--- src/rtl/seq_alarm.sv ---
`default_nettype none
// ============================================================================
//  Module      : seq_alarm
//  Description : Symbol-sequence detector with alarm output, failed-attempt
//                counting and a timed lockout after too many broken attempts.
//  Revision    : 1.0 - initial release
// ============================================================================
module seq_alarm #(
  parameter int                       SYM_W    = 2,
  parameter int                       SEQ_LEN  = 3,
  parameter logic [SYM_W*SEQ_LEN-1:0] SEQ      = 6'b11_10_01,
  parameter int                       STICKY   = 1,
  parameter int                       MAX_FAIL = 3,
  parameter int                       LOCK_CYC = 8
) (
  input  logic                           CLK,
  input  logic                           RST,
  input  logic                           sym_valid,
  input  logic [SYM_W-1:0]               sym,
  input  logic                           clr,
  output logic                           alarm,
  output logic [$clog2(SEQ_LEN+1)-1:0]   progress,
  output logic [3:0]                     fail_cnt,
  output logic                           locked
);

  localparam int                PW          = $clog2(SEQ_LEN+1);
  localparam int                c_depth     = 1 << PW;
  localparam logic [PW-1:0]     c_last      = PW'(SEQ_LEN-1);
  localparam logic [3:0]        c_fail_last = 4'(MAX_FAIL-1);
  localparam logic [7:0]        c_lock_cyc  = 8'(LOCK_CYC);

  typedef enum logic [1:0] {
    ST_IDLE  = 2'd0,
    ST_TRACK = 2'd1,
    ST_HIT   = 2'd2,
    ST_LOCK  = 2'd3
  } state_t;

  state_t            r_state;
  logic              r_alarm;
  logic [PW-1:0]     r_progress;
  logic [3:0]        r_fail_cnt;
  logic              r_locked;
  logic [7:0]        r_lock_cnt;

  // Sequence elements unpacked into a power-of-two table so that the
  // progress register can index it directly; padding entries are never used.
  logic [SYM_W-1:0]  w_elem [c_depth];

  for (genvar k = 0; k < c_depth; k++) begin : g_elem
    if (k < SEQ_LEN) begin : g_used
      assign w_elem[k] = SEQ[SYM_W*k +: SYM_W];
    end else begin : g_pad
      assign w_elem[k] = '0;
    end
  end

  logic w_match;
  logic w_first;
  assign w_match = (sym == w_elem[r_progress]);
  assign w_first = (sym == w_elem[0]);

  // Detector FSM: tracks matched elements, counts broken attempts, times the
  // lockout and drives the registered alarm.
  always_ff @(posedge CLK) begin
    if (!RST) begin
      r_state    <= ST_IDLE;
      r_alarm    <= 1'b0;
      r_progress <= '0;
      r_fail_cnt <= 4'd0;
      r_locked   <= 1'b0;
      r_lock_cnt <= 8'd0;
    end else begin
      // Sticky alarm holds until acknowledged; pulse mode self-clears.
      // A completion further down overrides this (completion beats clr).
      if (STICKY != 0) begin
        if (clr) begin
          r_alarm <= 1'b0;
        end
      end else begin
        r_alarm <= 1'b0;
      end

      case (r_state)
        ST_IDLE, ST_TRACK: begin
          if (sym_valid) begin
            if (w_match) begin
              if (r_progress == c_last) begin
                r_alarm    <= 1'b1;
                r_progress <= '0;
                r_fail_cnt <= 4'd0;
                r_state    <= ST_HIT;
              end else begin
                r_progress <= r_progress + PW'(1);
                r_state    <= ST_TRACK;
              end
            end else if (r_progress != '0) begin
              if (r_fail_cnt == c_fail_last) begin
                // Too many broken attempts: lock out, pending alarm survives.
                r_state    <= ST_LOCK;
                r_locked   <= 1'b1;
                r_progress <= '0;
                r_fail_cnt <= 4'd0;
                r_lock_cnt <= c_lock_cyc;
              end else begin
                r_fail_cnt <= r_fail_cnt + 4'd1;
                // The breaking symbol may itself start a new attempt.
                r_progress <= w_first ? PW'(1) : '0;
                r_state    <= w_first ? ST_TRACK : ST_IDLE;
              end
            end
          end
        end
        ST_HIT: begin
          r_state <= ST_IDLE;
        end
        ST_LOCK: begin
          if (r_lock_cnt == 8'd1) begin
            r_state    <= ST_IDLE;
            r_locked   <= 1'b0;
            r_lock_cnt <= 8'd0;
          end else begin
            r_lock_cnt <= r_lock_cnt - 8'd1;
          end
        end
        default: begin
          r_state <= ST_IDLE;
        end
      endcase
    end
  end

  assign alarm    = r_alarm;
  assign progress = r_progress;
  assign fail_cnt = r_fail_cnt;
  assign locked   = r_locked;

endmodule
`default_nettype wire

--- config.mk ---
export PLATFORM = sky130hd
export DESIGN_NAME = seq_alarm
export DESIGN_NICKNAME = d
export VERILOG_FILES = /design/src/rtl/seq_alarm.sv
export SDC_FILE = /design/constraint.sdc
export NUM_CORES = 1
export LEC_CHECK = 0
export BUFFER_PORTS_ARGS = -buffer_cell sky130_fd_sc_hd__buf_2
export CORE_ASPECT_RATIO = 1.1
export CORE_MARGIN = 4
export CORE_UTILIZATION = 60
export DETAILED_ROUTE_END_ITERATION = 10
export GPL_TIMING_DRIVEN = 0
export PLACE_DENSITY_LB_ADDON = 0.08
export REMOVE_ABC_BUFFERS = 1
export SLEW_MARGIN = 20
export SYNTH_ARGS = -nofsm -noshare
export SYNTH_HDL_FRONTEND = slang
export SYNTH_SLANG_ARGS = --single-unit
export TNS_END_PERCENT = 1
--- constraint.sdc ---
create_clock -name CLK -period 3.87 [get_ports CLK]
set_input_delay 0.774 -clock CLK [delete_from_list [all_inputs] [get_ports CLK]]
set_output_delay 0.774 -clock CLK [all_outputs]
set_load 0.02 [all_outputs]
Word level (Yosys, flattened, before mapping)
Index checks and enable logic that the tools add are counted.
{"block": "word_totals", "ff_bits": 18, "out_inout_bits": 8, "elab_cells": 72, "in_bits": 6}
{"block": "op_classes", "bitwise_logic": 1, "add_sub_neg": 3, "order_cmp": 1, "muxes": 36, "n_reduce_logical": 10, "n_eq_ne": 15}
{"op": "8-bit two-way mux", "n": 5}
{"op": "2-bit two-way mux", "n": 11}
{"op": "4-bit two-way mux", "n": 4}
{"op": "8-bit one-hot mux with 2 select lines", "n": 1}
{"op": "1-bit two-way mux", "n": 12}
{"op": "2-bit != test (second input constant)", "n": 5}
{"op": "8-bit by 1-bit equality test with 1-bit output (second input constant)", "n": 1}
{"op": "8-bit by 1-bit subtractor with 8-bit output (second input constant)", "n": 1}
{"op": "2-bit equality test (second input constant)", "n": 3}
{"op": "2-bit one-hot mux with 3 select lines", "n": 1}
{"op": "3-bit AND reduction", "n": 2}
{"op": "6-bit AND reduction", "n": 1}
{"op": "2-bit nonzero test", "n": 3}
{"op": "5-bit AND reduction", "n": 1}
{"op": "4-bit by 1-bit adder with 4-bit output (second input constant)", "n": 1}
{"op": "2-bit binary-select mux with 2-bit select", "n": 1}
{"op": "2-bit by 1-bit equality test with 1-bit output (second input constant)", "n": 2}
{"op": "4-bit by 2-bit equality test with 1-bit output (second input constant)", "n": 1}
{"op": "4-bit AND reduction", "n": 1}
{"op": "3-bit greater-or-equal comparator (second input constant)", "n": 1}
{"op": "3-bit != test (second input constant)", "n": 1}
{"op": "2-bit inverter with 3-bit output", "n": 1}
{"op": "2-bit by 1-bit adder with 2-bit output (second input constant)", "n": 1}
{"op": "2-bit equality test", "n": 1}
{"op": "other kinds (4)", "n": 4}

Longest topological paths before layout
Gate-level depths: netlist of the first run.
{"block": "depth", "ltp_word": 8, "ltp_mapped": 6}

Worst setup path before layout of the first run
OpenSTA, ideal clock, no wires.
{"block": "synth_timing", "kind": "register to register", "from": "register r_progress[0], in the netlist progress[0]", "to": "register r_fail_cnt[0], in the netlist fail_cnt[0]", "stages_incl_launch_ff": 7, "path_slack_ps": 1879, "arrival_time_ps": 1870, "required_ps": 3749, "setup_time_ps": 121, "path_cell_list": "dfxtp_1 > inv_1 > ha_1 > xnor2_1 > a21boi_4 > nor4_1 > mux2_2"}
{"block": "synth_between", "elab_chain_len": 7, "word_cells_on_any_way": 11, "cone_classes": "eq/ne (3); mux (4); bitwise (1); reduce/logical (3)"}
{"item": "from (decl)", "line_no": "42", "text": "logic [PW-1:0] r_progress;"}
{"item": "from (signal assigned)", "line_no": "95", "text": "r_progress <= r_progress + PW'(1);"}
{"item": "from (signal assigned)", "line_no": "109", "text": "r_progress <= w_first ? PW'(1) : '0;"}
{"item": "2-bit inverter with 3-bit output (implied by the code)", "line_no": "61", "text": "assign w_match = (sym == w_elem[r_progress]);"}
{"item": "2-bit binary-select mux with 2-bit select", "line_no": "61"}
{"item": "2-bit two-way mux (implied by the code) (2 in a row)", "line_no": "61"}
{"item": "2-bit equality test", "line_no": "61"}
{"item": "2-bit by 1-bit != test with 1-bit output (no source line) / 2-bit nonzero test (equally long branches)"}
{"item": "4-bit AND reduction (no source line)"}
{"item": "to (signal assigned)", "line_no": "107", "text": "r_fail_cnt <= r_fail_cnt + 4'd1;"}
{"item": "to (decl)", "line_no": "43", "text": "logic [3:0] r_fail_cnt;"}
Several ways; a longest one is shown, not always the timed one. The select of a mux whose other input is x is not followed.
A chain may end at the register's enable or synchronous reset.

Worst setup path after layout of the first run
Ends and elaborated chain as after synthesis.

==> results of run 1 <==
==> area by class of cell <==
| type | count | area [um2] |
|---|---|---|
| fillers | 136 | 444.2 |
| multi-input cells | 95 | 686.9 |
| inverters | 10 | 37.54 |
| repair buffers | 13 | 65.06 |
| flip-flops and latches | 18 | 360.3 |
| clock buffers | 4 | 36.28 |
| well taps | 17 | 21.27 |
==> Yosys cell counts, types with 2 or more instances <==
master and n:
dfxtp_1 18, nand2_1 9, xnor2_1 2, clkbuf_1 2
nor2_1 7, a21oi_1 5, a22o_1 2, nand2b_1 3
inv_1 9, or4_1 2, a31oi_1 4, o21ai_0 8
nand3_1 6, nand4_1 3, nor4_1 3, o311ai_0 2
ha_1 7, o2bb2ai_1 2, nor2b_1 4, a41o_1 2
nand3b_1 3, a32oi_1 2
==> where the power goes <==
part | internal, mW | leakage (nW) | total [mW] | switching [mW]
registers | 0.190 | 0.145 | 0.197 | 0.00653
clock network | 0.0574 | 0.0210 | 0.117 | 0.0599
logic | 0.0276 | 0.305 | 0.0690 | 0.0414
==> layer usage <==
metal / part of all wire / vias to the layer above / GRT usage
li1: - / 510 / -
met5: 0 / - / 0
met4: 0.012 / 0 / 0.07175
met1: 0.47 / 491 / 0.2374
met2: 0.47 / 35 / 0.3391
met3: 0.047 / 5 / 0.02535
==> registers in the layout, summed over array words and instances, names as in the netlist <==
register and cells:
alarm 1, fail_cnt 4, locked 1, progress 2, r_lock_cnt 8, r_state 2
==> placed cells by master, fill, tap and decap left out, types with 4 or more instances in the layout <==
| cell | instances |
|---|---|
| nor2_1 | 7 |
| buf_2 | 13 |
| a21oi_1 | 5 |
| o21ai_0 | 8 |
| nand2_1 | 9 |
| ha_1 | 7 |
| inv_1 | 9 |
| dfxtp_1 | 18 |
| nand3_1 | 6 |
| a31oi_1 | 4 |
| nor2b_1 | 4 |
==> final timing paths <==
path	startpoint	endpoint	cells past startpoint	slack [ps]
setup / recovery	progress[0]	fail_cnt[0]	6	1690
hold / removal	alarm	alarm	2	490
setup reg to reg	progress[0]	fail_cnt[0]	6	1690
hold reg to reg	alarm	alarm	2	490
==> worst min-delay path: cells and delay by family, from the launching register on <==
kind            cells  cell delay [ps]
simple gates        1               80
compound gates      1               50
flops               1              340
==> cells by family (layout without fill, tap and decap cells) <==
group | count (synthesis) | count (layout) | share of synthesized area
AO/OA/AOI/OAI | 36 | 36 | 0.2497
adder cells (fa/ha/maj) | 7 | 7 | 0.07981
AND/OR/NAND/NOR | 49 | 49 | 0.2702
buffers and inverters | 13 | 27 | 0.04560
flip-flops | 18 | 18 | 0.3284
multiplexers | 1 | 1 | 0.01026
XOR/XNOR | 2 | 2 | 0.01597
==> results.json, run 1 <==
{
  "outcome": "completed",
  "hp-class": "reg2reg",
  "endpoint_kind": "register",
  "path_max_fanout": 9,
  "syn_to_final_growth_pct": 10.03,
  "cap_violations": 0,
  "max_freq_mhz": 458.2,
  "antenna_left": 0,
  "synth.top_cell.area_share": 0.3284,
  "worst_path_largest_cell_delay_ps": 450,
  "dp_cells": 153,
  "cts.sinks": 18,
  "grt_max_degree": 20,
  "wirelength_mm": 2.341,
  "post_cts_buffers": 0,
  "num_antenna_cells": 0,
  "die_height_um": 52.85,
  "period_minus_slack_ps": 2183,
  "core_area_um2": 1652,
  "vias_per_cell": 6.631,
  "relSlewSlack": 0.6039,
  "cp.arrival_ps": 2380,
  "crit_buf_inv": 1,
  "place_area_um2": 1171,
  "synthCells": 126,
  "drc": 0,
  "p_total_mw": 0.3832,
  "yosys_warnings": 0,
  "synth_area_leaders": "dfxtp_1 33%, ha_1 8.0%, o21ai_0 3.6%",
  "critPathLaunchType": "register",
  "grt_first_pass_wirelength_mm": 3.960,
  "timing.hold.ws_ps": 493.3,
  "grt_use_total": 0.1919,
  "p_leak_nw": 0.4710,
  "gp_congestion": 0.8357,
  "hold_buffers": 0,
  "io_pins": 14,
  "die_width_um": 48.78,
  "fin_crit_sh": 0.5640,
  "overflow": 0,
  "clock_latency_ps": 300,
  "crit_type": "reg2reg",
  "dp_hpwl_mm": 1.713,
  "synth.cell_area_um2": 1097,
  "dr_total_vias": 1041,
  "stdcell_count": 157,
  "design_area_um2": 1207,
  "p_per_area_nw_per_um2": 317.3,
  "cts_tree": "built",
  "wl_per_cell_um": 14.91,
  "ys_types": 43,
  "setup_slack_ps": 1687,
  "initial_utilization": 0.6644,
  "yosysTopAreaCell": "dfxtp_1",
  "slowest_stage": "dfxtp_1",
  "cts-buffers-inserted": 3,
  "ctsResizeCount": 0,
  "clk_path_buf_depth": 2,
  "worst_pin_slew_ps": 592.7,
  "nNetsFinal": 154,
  "dr.pass1.iters": 4,
  "dieArea_um2": 2578,
  "synthArstFlopShare": 0,
  "grt_pass1_vias": 934,
  "io_buffer_count": 13,
  "required_ps": 4060,
  "skew_ps": 3.174,
  "drive_gt1_frac": 0.1786,
  "crit_family": "flip-flops",
  "cts-root-buf": "clkbuf_4",
  "finalHoldViolations": 0,
  "yosys_register_bits": 18,
  "yosysSeqAreaShare": 0.3284,
  "tns_ps": 0,
  "path_clk_slew_ps": 100,
  "drtIter0Drc": 46,
  "ys.flop_type": "dfxtp_1",
  "max-vdd-ir-drop_mv": 0.2407,
  "fin_util": 0.7311,
  "slew_violations": 0,
  "htreeDepth": 1,
  "avgSynthCellArea_um2": 8.709,
  "finalSetupViolations": 0,
  "antenna_found_initial": 0,
  "synth_edf_count": 0,
  "place_ws_ps": 1712,
  "rsz0062_at_grt": "no",
  "crit_chain": "inv_1 > ha_1 > xnor2_1 > a21boi_4 > nor4_1 > mux2_2",
  "rows": 15
}
No activity file was read; power rests on OpenSTA's default activity.
==> run 2, diff against run 1 <==
CORE_UTILIZATION = 50   (was 60)
clock period = 2 ns   (was 3.87 ns; I/O delays follow)
==> run 2 against run 1 <==
  * Critical path depth unchanged
  * Clock power is 100% higher
  * First-iteration DRC count is 61% lower
  * Combinational power up 130%
  * Clock-buffer cell count did not move
  * Critical path type unchanged
  * Critical endpoint unchanged
  * Largest power group unchanged
==> results.json, run 2 (synthesis gave the netlist of run 1 again) <==
{
  "outcome": "completed",
  "dp_cells": 164,
  "die_height_um": 57.14,
  "clock_latency_ps": 300,
  "initial_utilization": 0.5374,
  "drtIter0Drc": 18,
  "syn_to_final_growth_pct": 15.17,
  "wirelength_mm": 2.560,
  "period_minus_slack_ps": 1895,
  "max_freq_mhz": 527.8,
  "hp-class": "in2reg",
  "finalHoldViolations": 0,
  "top_register": "r_lock_cnt",
  "cap_violations": 0,
  "r2r_cells": 6,
  "wl_met2_mm": 1.267,
  "antenna_left": 0,
  "io_buffer_count": 13,
  "nNetsFinal": 155,
  "fillers": 194,
  "p_leak_nw": 0.4854,
  "clk_path_buf_depth": 2,
  "fin_crit_sh": 0.9473,
  "design_area_um2": 1264,
  "path_clk_slew_ps": 110,
  "dp_hpwl_mm": 1.863,
  "slowest_stage": "or3_4",
  "drt-met1-wl_mm": 1.140,
  "dr_total_vias": 1034,
  "multi_input_area_um2": 716.9,
  "endpoint_kind": "register",
  "cts-root-buf": "clkbuf_4",
  "p_total_mw": 0.7714,
  "max-vdd-ir-drop_mv": 0.4340,
  "p_per_area_nw_per_um2": 610.4,
  "grt_pass1_vias": 981,
  "place_area_um2": 1185,
  "cp.depth": 6,
  "crit_family": "simple AND/OR/NAND/NOR gates",
  "core_area_um2": 2042,
  "slew_violations": 0,
  "skew_ps": 3.036,
  "worst_path_largest_cell_delay_ps": 430,
  "required_ps": 2210,
  "antenna_found_initial": 0,
  "tns_ps": 0,
  "rows": 17,
  "cp.arrival_ps": 2100,
  "dieArea_um2": 3009,
  "largest_register_ffs": 8,
  "route.met3.wl_um": 90,
  "cts-buffers-inserted": 3,
  "rsz0062_at_grt": "no",
  "grt_max_degree": 20,
  "crit_chain": "inv_1 > ha_1 > or3_4 > a21boi_4 > nor4_1 > mux2_2",
  "wl_per_cell_um": 15.15,
  "vias_per_cell": 6.118,
  "mostFrequentLayoutCells": "16 x dfxtp_1, 13 x buf_2, 9 x inv_1, 9 x nand2_1, 8 x o21ai_0",
  "cts_tree": "built",
  "final_common_cell": "dfxtp_1",
  "drive_gt1_frac": 0.2199,
  "setup_slack_ps": 105.4,
  "hold_depth": 4,
  "top_layer": "met4",
  "relSlewSlack": 0.6347,
  "dr.pass1.iters": 4,
  "overflow": 0,
  "num_antenna_cells": 0,
  "io_pins": 14,
  "finalSetupViolations": 0,
  "die_width_um": 52.67,
  "gp_congestion": 0.8411,
  "crit_type": "reg2reg",
  "path_max_fanout": 8,
  "grt_first_pass_wirelength_mm": 4.347,
  "seq_area_um2": 365.4,
  "drc": 0,
  "stdcell_count": 169,
  "place_ws_ps": -122.4,
  "cts.sinks": 18,
  "critPathLaunchType": "register",
  "crit_buf_inv": 1,
  "worst_pin_slew_ps": 546.5,
  "htreeDepth": 1,
  "hold_buffers": 0,
  "grt_use_total": 0.1894
}
[run 2: repair_timing]
item	CTS	global route
resized for setup	3	4
setup endpoints to repair	13	13
pin swaps	1	1
buffers inserted	0	1
[run 2: worst register-to-register path, cell delays in order, from the launching register on]
cell	delay, ps
dfxtp_4	390
inv_1	60
ha_1	270
or3_4	430
a21boi_4	240
nor4_1	120
mux2_2	280
[run 2: metal layers]
layer / up-vias / global-route usage
li1: 508 / -
met1: 496 / 0.2492
met2: 23 / 0.2943
met3: 7 / 0.02611
met4: 0 / 0.1022
met5: - / 0
[run 2: final timing paths]
check	from	endpoint	slack (ps)
worst max-delay path	progress[0]	fail_cnt[0]	110
worst min-delay path	clr	alarm	420
worst max register to register	progress[0]	fail_cnt[0]	110
worst min register to register	locked	locked	490
[run 2: area by class of cell]
type / instances / share of cell area
Tap cell: 28 / 0.02772
Multi-Input combinational cell: 95 / 0.5673
Timing Repair Buffer: 14 / 0.05743
Sequential cell: 18 / 0.2891
Inverter: 10 / 0.02970
Clock buffer: 4 / 0.02871
[run 2: metrics by stage]
step           hold slack [ps]    util
4_1_cts                  424.3  0.6048
2_1_floorplan            461.4       -
6_report                 421.2  0.6189
3_3_place_gp             466.3  0.5803
5_1_grt                  431.1  0.6189
3_5_place_dp             474.4  0.5803
[run 2: report_power, final]
group	switching, mW	leakage [nW]	internal [mW]
Combinational	0.0884	0.318	0.0673
Clock	0.122	0.0210	0.111
Sequential	0.0128	0.147	0.369
